**src/rtl/traffic_phase_ctrl.sv**
```systemverilog
// traffic_phase_ctrl: multi-approach traffic-signal phase controller.
//
// Serves NUM_DIR approaches one at a time through GREEN -> YELLOW -> ALLRED,
// skipping directions with no demand, and drops into a flashing-yellow night
// mode while flash_i is held. Every lamp output is decoded from registered
// state only, so no input reaches an output without passing a clock edge.
//
// Ports:
//   clk           system clock, rising edge
//   rst_n         asynchronous active-low reset
//   flash_i       night-mode request (level)
//   req_i         per-direction demand, bit i = direction i (level)
//   light_o       lamp code per direction, slice [3i+2:3i] is direction i
//                 (red 001, green 010, yellow 100, off 000)
//   active_dir_o  direction currently or most recently served
//   phase_o       00 ALLRED, 01 GREEN, 10 YELLOW, 11 FLASH
module traffic_phase_ctrl #(
    parameter int unsigned NUM_DIR  = 2,
    parameter int unsigned CNT_W    = 8,
    parameter int unsigned GREEN_T  = 8,
    parameter int unsigned YELLOW_T = 3,
    parameter int unsigned ALLRED_T = 2,
    parameter int unsigned FLASH_T  = 4,
    localparam int unsigned DIR_W   = $clog2(NUM_DIR)
) (
    input  logic                   clk,
    input  logic                   rst_n,
    input  logic                   flash_i,
    input  logic [NUM_DIR-1:0]     req_i,
    output logic [3*NUM_DIR-1:0]   light_o,
    output logic [DIR_W-1:0]       active_dir_o,
    output logic [1:0]             phase_o
);

    // The enum encoding is the phase_o code.
    typedef enum logic [1:0] {
        StAllRed = 2'b00,
        StGreen  = 2'b01,
        StYellow = 2'b10,
        StFlash  = 2'b11
    } state_e;

    // Timers count down from T-1 so a state lasts exactly T cycles.
    localparam logic [CNT_W-1:0] LdGreen  = CNT_W'(GREEN_T - 1);
    localparam logic [CNT_W-1:0] LdYellow = CNT_W'(YELLOW_T - 1);
    localparam logic [CNT_W-1:0] LdAllRed = CNT_W'(ALLRED_T - 1);
    localparam logic [CNT_W-1:0] LdFlash  = CNT_W'(FLASH_T - 1);
    localparam logic [DIR_W-1:0] DirLast  = DIR_W'(NUM_DIR - 1);

    localparam logic [2:0] LampOff    = 3'b000;
    localparam logic [2:0] LampRed    = 3'b001;
    localparam logic [2:0] LampGreen  = 3'b010;
    localparam logic [2:0] LampYellow = 3'b100;

    state_e           state_q, state_d;
    logic [CNT_W-1:0] timer_q, timer_d;
    logic [DIR_W-1:0] active_dir_q, active_dir_d;
    logic             flash_on_q, flash_on_d;

    // Round-robin search for the next requesting direction.
    logic [DIR_W:0]   shamt;
    logic [NUM_DIR-1:0] req_rot;
    int               off;
    int               sum;
    logic [DIR_W-1:0] next_dir;

    always_comb begin
        // Rotate req so bit 0 is the direction just after active_dir_q; the
        // doubled vector makes the wrap free. shamt reaches NUM_DIR at most.
        shamt   = {1'b0, active_dir_q} + (DIR_W + 1)'(1);
        req_rot = NUM_DIR'({req_i, req_i} >> shamt);
        // Lowest set bit wins; with no demand off stays 0, giving active+1.
        off = 0;
        for (int j = NUM_DIR - 1; j >= 0; j--) begin
            if (req_rot[j]) begin
                off = j;
            end
        end
        sum = int'(shamt) + off;
        if (sum >= int'(NUM_DIR)) begin
            sum = sum - int'(NUM_DIR);
        end
        next_dir = DIR_W'(sum);
    end

    always_comb begin
        state_d      = state_q;
        timer_d      = timer_q;
        active_dir_d = active_dir_q;
        flash_on_d   = flash_on_q;

        case (state_q)
            StAllRed: begin
                if (timer_q == '0) begin
                    if (flash_i) begin
                        state_d    = StFlash;
                        timer_d    = LdFlash;
                        flash_on_d = 1'b1;
                    end else begin
                        state_d      = StGreen;
                        timer_d      = LdGreen;
                        active_dir_d = next_dir;
                    end
                end else begin
                    timer_d = timer_q - CNT_W'(1);
                end
            end
            StGreen: begin
                // Night mode cuts green short but still passes through yellow.
                if (timer_q == '0 || flash_i) begin
                    state_d = StYellow;
                    timer_d = LdYellow;
                end else begin
                    timer_d = timer_q - CNT_W'(1);
                end
            end
            StYellow: begin
                if (timer_q == '0) begin
                    state_d = StAllRed;
                    timer_d = LdAllRed;
                end else begin
                    timer_d = timer_q - CNT_W'(1);
                end
            end
            StFlash: begin
                // Leaving night mode goes through a full all-red clearance.
                if (!flash_i) begin
                    state_d = StAllRed;
                    timer_d = LdAllRed;
                end else if (timer_q == '0) begin
                    flash_on_d = ~flash_on_q;
                    timer_d    = LdFlash;
                end else begin
                    timer_d = timer_q - CNT_W'(1);
                end
            end
            default: begin
                state_d = StAllRed;
                timer_d = LdAllRed;
            end
        endcase
    end

    always_ff @(posedge clk or negedge rst_n) begin
        if (!rst_n) begin
            state_q      <= StAllRed;
            timer_q      <= LdAllRed;
            active_dir_q <= DirLast;
            flash_on_q   <= 1'b0;
        end else begin
            state_q      <= state_d;
            timer_q      <= timer_d;
            active_dir_q <= active_dir_d;
            flash_on_q   <= flash_on_d;
        end
    end

    // Moore lamp decode.
    always_comb begin
        light_o = '0;
        for (int i = 0; i < int'(NUM_DIR); i++) begin
            unique case (state_q)
                StAllRed: light_o[3*i +: 3] = LampRed;
                StGreen:  light_o[3*i +: 3] = (DIR_W'(i) == active_dir_q) ? LampGreen : LampRed;
                StYellow: light_o[3*i +: 3] = (DIR_W'(i) == active_dir_q) ? LampYellow : LampRed;
                StFlash:  light_o[3*i +: 3] = flash_on_q ? LampYellow : LampOff;
                default:  light_o[3*i +: 3] = LampRed;
            endcase
        end
    end

    assign active_dir_o = active_dir_q;
    assign phase_o      = state_q;

endmodule
```
**config.mk**
```make
export PLATFORM = sky130hd
export DESIGN_NAME = traffic_phase_ctrl
export DESIGN_NICKNAME = d
export VERILOG_FILES = /design/src/rtl/traffic_phase_ctrl.sv
export SDC_FILE = /design/constraint.sdc
export NUM_CORES = 1
export LEC_CHECK = 0
export CAP_MARGIN = 30
export CORE_MARGIN = 2
export CORE_UTILIZATION = 46
export CTS_CLUSTER_DIAMETER = 150
export DETAILED_ROUTE_END_ITERATION = 16
export PLACE_DENSITY_LB_ADDON = 0.2
export SYNTH_ARGS = -nofsm -noshare
export SYNTH_HDL_FRONTEND = slang
export SYNTH_SLANG_ARGS = --single-unit
export TNS_END_PERCENT = 5
```
**constraint.sdc**
```tcl
create_clock -name clk -period 1.9 [get_ports clk]
set_input_delay 0.57 -clock clk [delete_from_list [all_inputs] [get_ports clk]]
set_output_delay 0.57 -clock clk [all_outputs]
set_load 0.1 [all_outputs]
```
## After elaboration in Yosys (flattened, before gate mapping)

Index checks and enable logic that the tools add are counted.

- Input bits: 5
- Output and inout port bits: 9
- Logic and storage cells: 57
- Register bits after elaboration: 12

- Order comparisons: 1
- Eq/ne operators: 10
- Muxes and demuxes: 28
- Shift operators: 1
- $add $sub $neg: 4
- Bitwise operators: 2
- Reductions and logical operators: 7

Operators with widths:

| cell | count |
|---|---|
| 8-bit 2-to-1 mux | 5 |
| 8-bit case mux with 4 select lines | 1 |
| 3-bit case mux with 4 select lines | 2 |
| 2-bit 2-to-1 mux | 7 |
| 2-bit != test (second input constant) | 7 |
| 3-bit 2-to-1 mux | 4 |
| 8-bit logical NOT | 1 |
| 2-bit case mux with 4 select lines | 1 |
| 8-bit by 1-bit subtractor with 8-bit output (second input constant) | 1 |
| 1-bit 2-to-1 mux | 7 |
| 5-bit AND reduction | 1 |
| 2-bit == test (second input constant) | 2 |
| 4-bit AND reduction | 1 |
| 4-bit by 2-bit >> shifter with 2-bit output | 1 |
| 2-bit by 1-bit adder with 3-bit output | 1 |
| 3-bit by 2-bit >= comparator with 1-bit output (second input constant) | 1 |
| 3-bit AND reduction | 1 |
| 1-bit by 1-bit adder with 2-bit output (second input constant) | 1 |
| 2-bit by 1-bit == test with 1-bit output (second input constant) | 1 |
| 2-bit logical NOT | 1 |
| 1-bit inverter | 2 |
| 1-bit case mux with 2 select lines | 1 |
| 2-bit nonzero test | 1 |
| 1-bit logical OR | 1 |
| 1-bit subtractor (second input constant) | 1 |

## Longest topological paths before layout

Gate-level depths: netlist of the first run.

- Word-level depth: 7
- Gate-level depth with buffers: 6
- Mapped depth without buffers: 5

## Worst setup path after synthesis of the first run

OpenSTA, ideal clock, no wires.

- Kind: register -> output
- Start: reg state_q[1] (netlist: phase_o[1])
- End: out light_o[5]
- Path slack: -2395 ps
- Required time: 1330 ps
- Arrival time: 3725 ps
- Stages on the path, launching flop included: 4
- Buffers on the path: 2
- Cell sequence: dfrtp_1 -> clkbuf_1 -> clkbuf_1 -> a21boi_0

- Longest elaborated chain between the ends: 2
- Elaborated cells between the ends (all ways): 5
- Classes of those cells: 3 x eq/ne; 1 x mux; 1 x reduce/logical

RTL lines:

| element | line | source |
|---|---|---|
| start: declaration | 55 | `state_e state_q, state_d;` |
| start signal: assignment | 146 | `state_q <= StAllRed;` |
| start signal: assignment | 151 | `state_q <= state_d;` |
| 2-bit == test (tied with other cells) | 162 | `unique case (state_q)` |
| 3-bit case mux with 4 select lines (*) | 162 |  |
| end: declaration | 30 | `output logic [3*NUM_DIR-1:0] light_o,` |

Mark *: on every way between the ends. The rest lies on a longest branch, timed or not.

## Worst setup path in the final report of the first run

- Start: reg active_dir_q (netlist: active_dir_o)
- End: out light_o[5]

- Longest elaborated chain between the ends: 2

RTL lines:

| element | line | source |
|---|---|---|
| start: declaration | 57 | `logic [DIR_W-1:0] active_dir_q, active_dir_d;` |
| start signal: assignment | 148 | `active_dir_q <= DirLast;` |
| start signal: assignment | 153 | `active_dir_q <= active_dir_d;` |
| 3-bit 2-to-1 mux | 165 | `StYellow: light_o[3*i +: 3] = (DIR_W'(i) == active_dir_q) ? LampYellow : LampRed;` |
| 3-bit case mux with 4 select lines | 162 |  |

Every way passes these cells.

==> flow_summary.toml, run 1 <==
[run_status]
run_status = "finished with violations"
violations = "setup timing"

[drt]
wl_per_cell_um = 14.7
routed_via_density = 5.85
drt-total-wl_um = 2050
ant_nets = 0
drc = 0
num_vias = 813
dr.pass1.iters = 4
drt_iter0_markers = 26

[setup_path]
max_stage_delay_ns = 0.67
rr_startpoint = "timer_q[2]"
cp_num_buf_inv = 1
worstReg2RegEnd = "timer_q[7]"
crit_end = "light_o[5]"
crit_chain = "nand2b_4, a21boi_4, buf_12"
critPathSlowestCell = "dfstp_4"
crit_start = "active_dir_o"
rr_worst_depth = 3
crit_fanout = 7
cp.required_ns = 1.33
cp.depth = 3
critPathCaptureType = "primary output"
timing_worst_setup_path_type = "reg2out"
arrival_ns = 1.35
cp-start-kind = "register"
r2r_setup_slack_ns = 0.12
path_delay_family = "flip-flops"

[placement]
post_dp_cell_area_mm2 = 0.00116
dp_cells = 132
dp_slack_ns = -0.0210
dp_hpwl_um = 1510
routabilityCongestion = 0.854
port_buffers = 13

[clock_network]
tritoncts = "built"
clk_pin_slew_ns = 0.08
cts_max_path_buffers = 2
cts.sinks = 12
clk_latency_ns = 0.27
cts-root-buf = "clkbuf_4"
numCtsBuffers = 3
cts_max_level = 1

[global_routing]
met2_usage_pct = 32.5
grtUsageMet1_pct = 29.0
busiest_layer = "met2"
antenna_found_initial = 0
track_usage_pct = 21.7
grt_pass1_vias = 734
grt_pass1_wl_um = 3250
grt_max_degree = 14
grt_overflow = 0
use_met3_pct = 4.71

[yosys]
synthArstFlopShare_pct = 100
yosys_warnings = 0
ys.flop_type = "dfrtp_1"
synth_fp_nets = 100
avgSynthCellArea_um2 = 8.80
synth_cell_types = 39
syn_inst = 94
ys_ff_latch = 12
syn_area_um2 = 827
synth-edff-count = 0
yosysSeqAreaShare_pct = 36.6

[die]
die_area_mm2 = 0.00215
start_util_pct = 48.4
num_rows = 15
core_area_mm2 = 0.00171
die_w_um = 46.4
ios = 14
die_h_um = 46.4

[finish]
final_util_pct = 72.7
num_antenna_cells = 0
nets = 121
final_cell_mix = "buf_4, buf_12, a21oi_1, dfrtp_1, inv_1"
drive_gt1_share_pct = 36.8
final_cell_area_mm2 = 0.00124
instances_no_fill = 139
layout_commonest_cell = "buf_4"
synthToLayoutAreaGrowth_pct = 50.1

[timing]
min_period_over_period_pct = 101
rsz0062_at_grt = "true"
tightest_slew_ns = 0.432
fin_skew_ns = 0.000449
fmax_mhz = 520
max-slew-margin-rel_pct = 71.1
hold_viol_final = 0
setup_viol_count_final = 4
fin_ws_ns = -0.0248
drv_slew = 0
fin_crit_ns = 1.92

[hold_path]
hp-class = "in2async"

[run]
maxCapViolations = 0
[cell families after synthesis]
| family | synth area share [%] |
|---|---|
| xor gates and xnor gates | 2.12 |
| AOI/OAI and AO/OA | 25.6 |
| and+or+nand+nor | 23.8 |
| DFF | 36.6 |
| adders and majority gates | 3.93 |
| muxes | 1.21 |
| buffers and inverters | 6.81 |
[area by class of cell]
class | instances | area (um^2)
clock buffers | 4 | 36.3
fillers | 123 | 467
inverters | 6 | 22.5
multi-input cells | 69 | 542
flip-flops and latches | 12 | 314
well taps | 25 | 31.3
repair buffers | 23 | 295
[worst min-delay path by stage]
stage,endpoint,from,cells after the start
3_3_place_gp,flash_on_q,flash_on_q,2
4_1_cts,phase_o[0],rst_n,1
5_1_grt,phase_o[1],rst_n,1
6_report,phase_o[0],rst_n,1
3_5_place_dp,flash_on_q,flash_on_q,2
2_1_floorplan,flash_on_q,rst_n,0
[routing by layer]
layer	vias up	share of wire (%)
li1	388	-
met1	374	42
met2	43	47
met3	8	7.6
met4	0	3.2
met5	-	0
[synthesized netlist by cell type, types with 2 or more instances]
library cell	n	area [um^2]
nor3_1	3	15.0
xor2_1	2	17.5
nand2b_1	3	18.8
dfstp_2	2	52.6
maj3_1	2	20.0
or4_1	2	15.0
inv_1	6	22.5
o31ai_1	2	15.0
nor2b_1	2	12.5
nor2_1	6	22.5
and2_1	2	12.5
nand4b_1	2	17.5
o21ai_0	5	25.0
nand2_1	5	18.8
clkbuf_1	6	22.5
nand3_1	3	15.0
dfrtp_1	10	250
a21oi_1	10	50.1
[repair_timing]
action,in CTS,in global routing
setup buffers,3,0
hold buffers,0,0
gates resized for setup,7,1
hold endpoints to repair,0,0
gates cloned,0,0
endpoints found under the setup margin,6,10
pin swaps,1,1
[flip-flops by register name, summed over array words and instances (netlist names)]
name,cells
timer_q,8
phase_o,2
active_dir_o,1
flash_on_q,1
[through the flow]
step,setup TNS [ns],hold WS (ns)
3_5_place_dp,-0.0210,0.604
4_1_cts,-0.119,0.580
5_1_grt,-0.299,0.602
2_1_floorplan,-1.74,0.274
3_3_place_gp,0,0.572
6_report,-0.0860,0.572
Power of run 1 is left out: the tool's default activity adds up to more than one toggle a clock period on the data nets, which glitch-free logic cannot reach.
==> run 2, diff against run 1 <==
Settings changed: MAX_ROUTING_LAYER set to met4, PLACE_DENSITY set to 0.79, PLACE_DENSITY_LB_ADDON 0.2 to not set.
==> flow_summary.toml, run 2 (synthesis gave the netlist of run 1 again) <==
[die]
ios = 14
num_rows = 15
die_area_mm2 = 0.00215
die_h_um = 46.4
die_w_um = 46.4
start_util_pct = 48.4
core_area_mm2 = 0.00171

[placement]
dp_hpwl_um = 1440
port_buffers = 13
routabilityCongestion = 0.873

[clock_network]
clk_pin_slew_ns = 0.08
numCtsBuffers = 3
cts-root-buf = "clkbuf_4"
cts_max_path_buffers = 2
cts.sinks = 12
cts_max_level = 1
tritoncts = "built"
clk_latency_ns = 0.28

[drt]
wl_per_cell_um = 14.7
routed_via_density = 5.72
ant_nets = 0
drt-total-wl_um = 2050
num_vias = 801
drt_iter0_markers = 25
drc = 0
dr.pass1.iters = 4

[global_routing]
grt_max_degree = 12
grt_overflow = 0
grt_pass1_vias = 773
antenna_found_initial = 0
grt_pass1_wl_um = 3440
track_usage_pct = 22.9

[timing]
rsz0062_at_grt = "true"
max-slew-margin-rel_pct = 73.1
fin_ws_ns = -0.0469
fin_crit_ns = 1.95
hold_viol_final = 0
tightest_slew_ns = 0.402
setup_viol_count_final = 5
whs_ns = 0.543
drv_slew = 0
fmax_mhz = 514
min_period_over_period_pct = 102
fin_skew_ns = 0.00271

[finish]
num_antenna_cells = 0
synthToLayoutAreaGrowth_pct = 51.4
largest_reg_flops = 8
n_fill_cell = 120
final_cell_mix = "buf_4, buf_12, a21oi_1, dfrtp_1, inv_1"
layout_commonest_cell = "buf_4"
multi_input_area_um2 = 546
drive_gt1_share_pct = 38.3
final_util_pct = 73.3
nets = 122
seqCellArea_um2 = 314
regMostFlops = "timer_q"

[run]
maxCapViolations = 0

[run_status]
run_status = "finished with violations"
violations = "setup timing"

[setup_path]
cp.required_ns = 1.33
cp-start-kind = "register"
critPathCaptureType = "primary output"
crit_fanout = 7
timing_worst_setup_path_type = "reg2out"
arrival_ns = 1.38

[hold_path]
hp-class = "in2async"
run 2: cell count changes in the layout (fill, tap and decap cells not counted):
| cell | previous run | this run |
|---|---|---|
| or4_4 | 1 | 2 |
| buf_4 | 10 | 11 |
| or4_1 | 2 | 1 |
run 2: worst max-delay path: stages, from the launching register on:
cell,delay [ns]
dfstp_4,0.67
nand2b_4,0.08
a21boi_4,0.16
buf_12,0.19
run 2: per-layer routing:
layer	vias to the layer above	GRT usage, %	wire, um
met5	-	-	0
met4	0	9.71	8
met3	2	3.14	99
met2	29	32.5	1020
met1	381	32.2	925
li1	389	-	-
run 2: final timing paths:
kind	slack, ns	cells after the start	to	startpoint
worst min register to register	0.59	1	flash_on_q	phase_o[1]
worst max-delay path	-0.05	3	light_o[5]	active_dir_o
min in group clk	0.59	1	flash_on_q	phase_o[1]
worst max register to register	0.12	5	flash_on_q	timer_q[0]
max in group asynchronous	0.87	2	timer_q[0]	rst_n
worst min-delay path	0.54	1	phase_o[1]	rst_n
run 2: through the flow:
stage	std cells	setup WS, ns	instance area (um^2)	TNS (ns)
finish	140	-0.0469	1250	-0.124
global route	140	-0.0785	1250	-0.338
CTS	140	-0.0351	1240	-0.104
detailed placement	132	0.00945	1160	0
global placement	132	0.0481	1160	0
floorplan	94	-0.360	911	-1.74
run 2: final cells by class:
class,instances,share of cell area (%)
sequential,12,25.1
tap,25,2.50
multi-input combinational,69,43.6
clock buffer,4,2.90
timing repair buffer,24,24.2
inverter,6,1.80
run 2: timing repair:
| item | CTS | global route |
|---|---|---|
| endpoints found under the setup margin | 6 | 10 |
| gates resized for setup | 6 | 3 |
| buffers inserted | 4 | 0 |
| hold buffers | 0 | 0 |
| pin swaps | 1 | 0 |
| endpoints found under the hold margin | 0 | 0 |
Power of run 2 is left out for the same reason.
==> run 3, diff against run 2 <==
Settings changed: SLEW_MARGIN set to 10.
==> results of run 3 <==
No change in the layout: final DEF, timing and power equal those of run 2.
Power of run 3 is left out for the same reason.
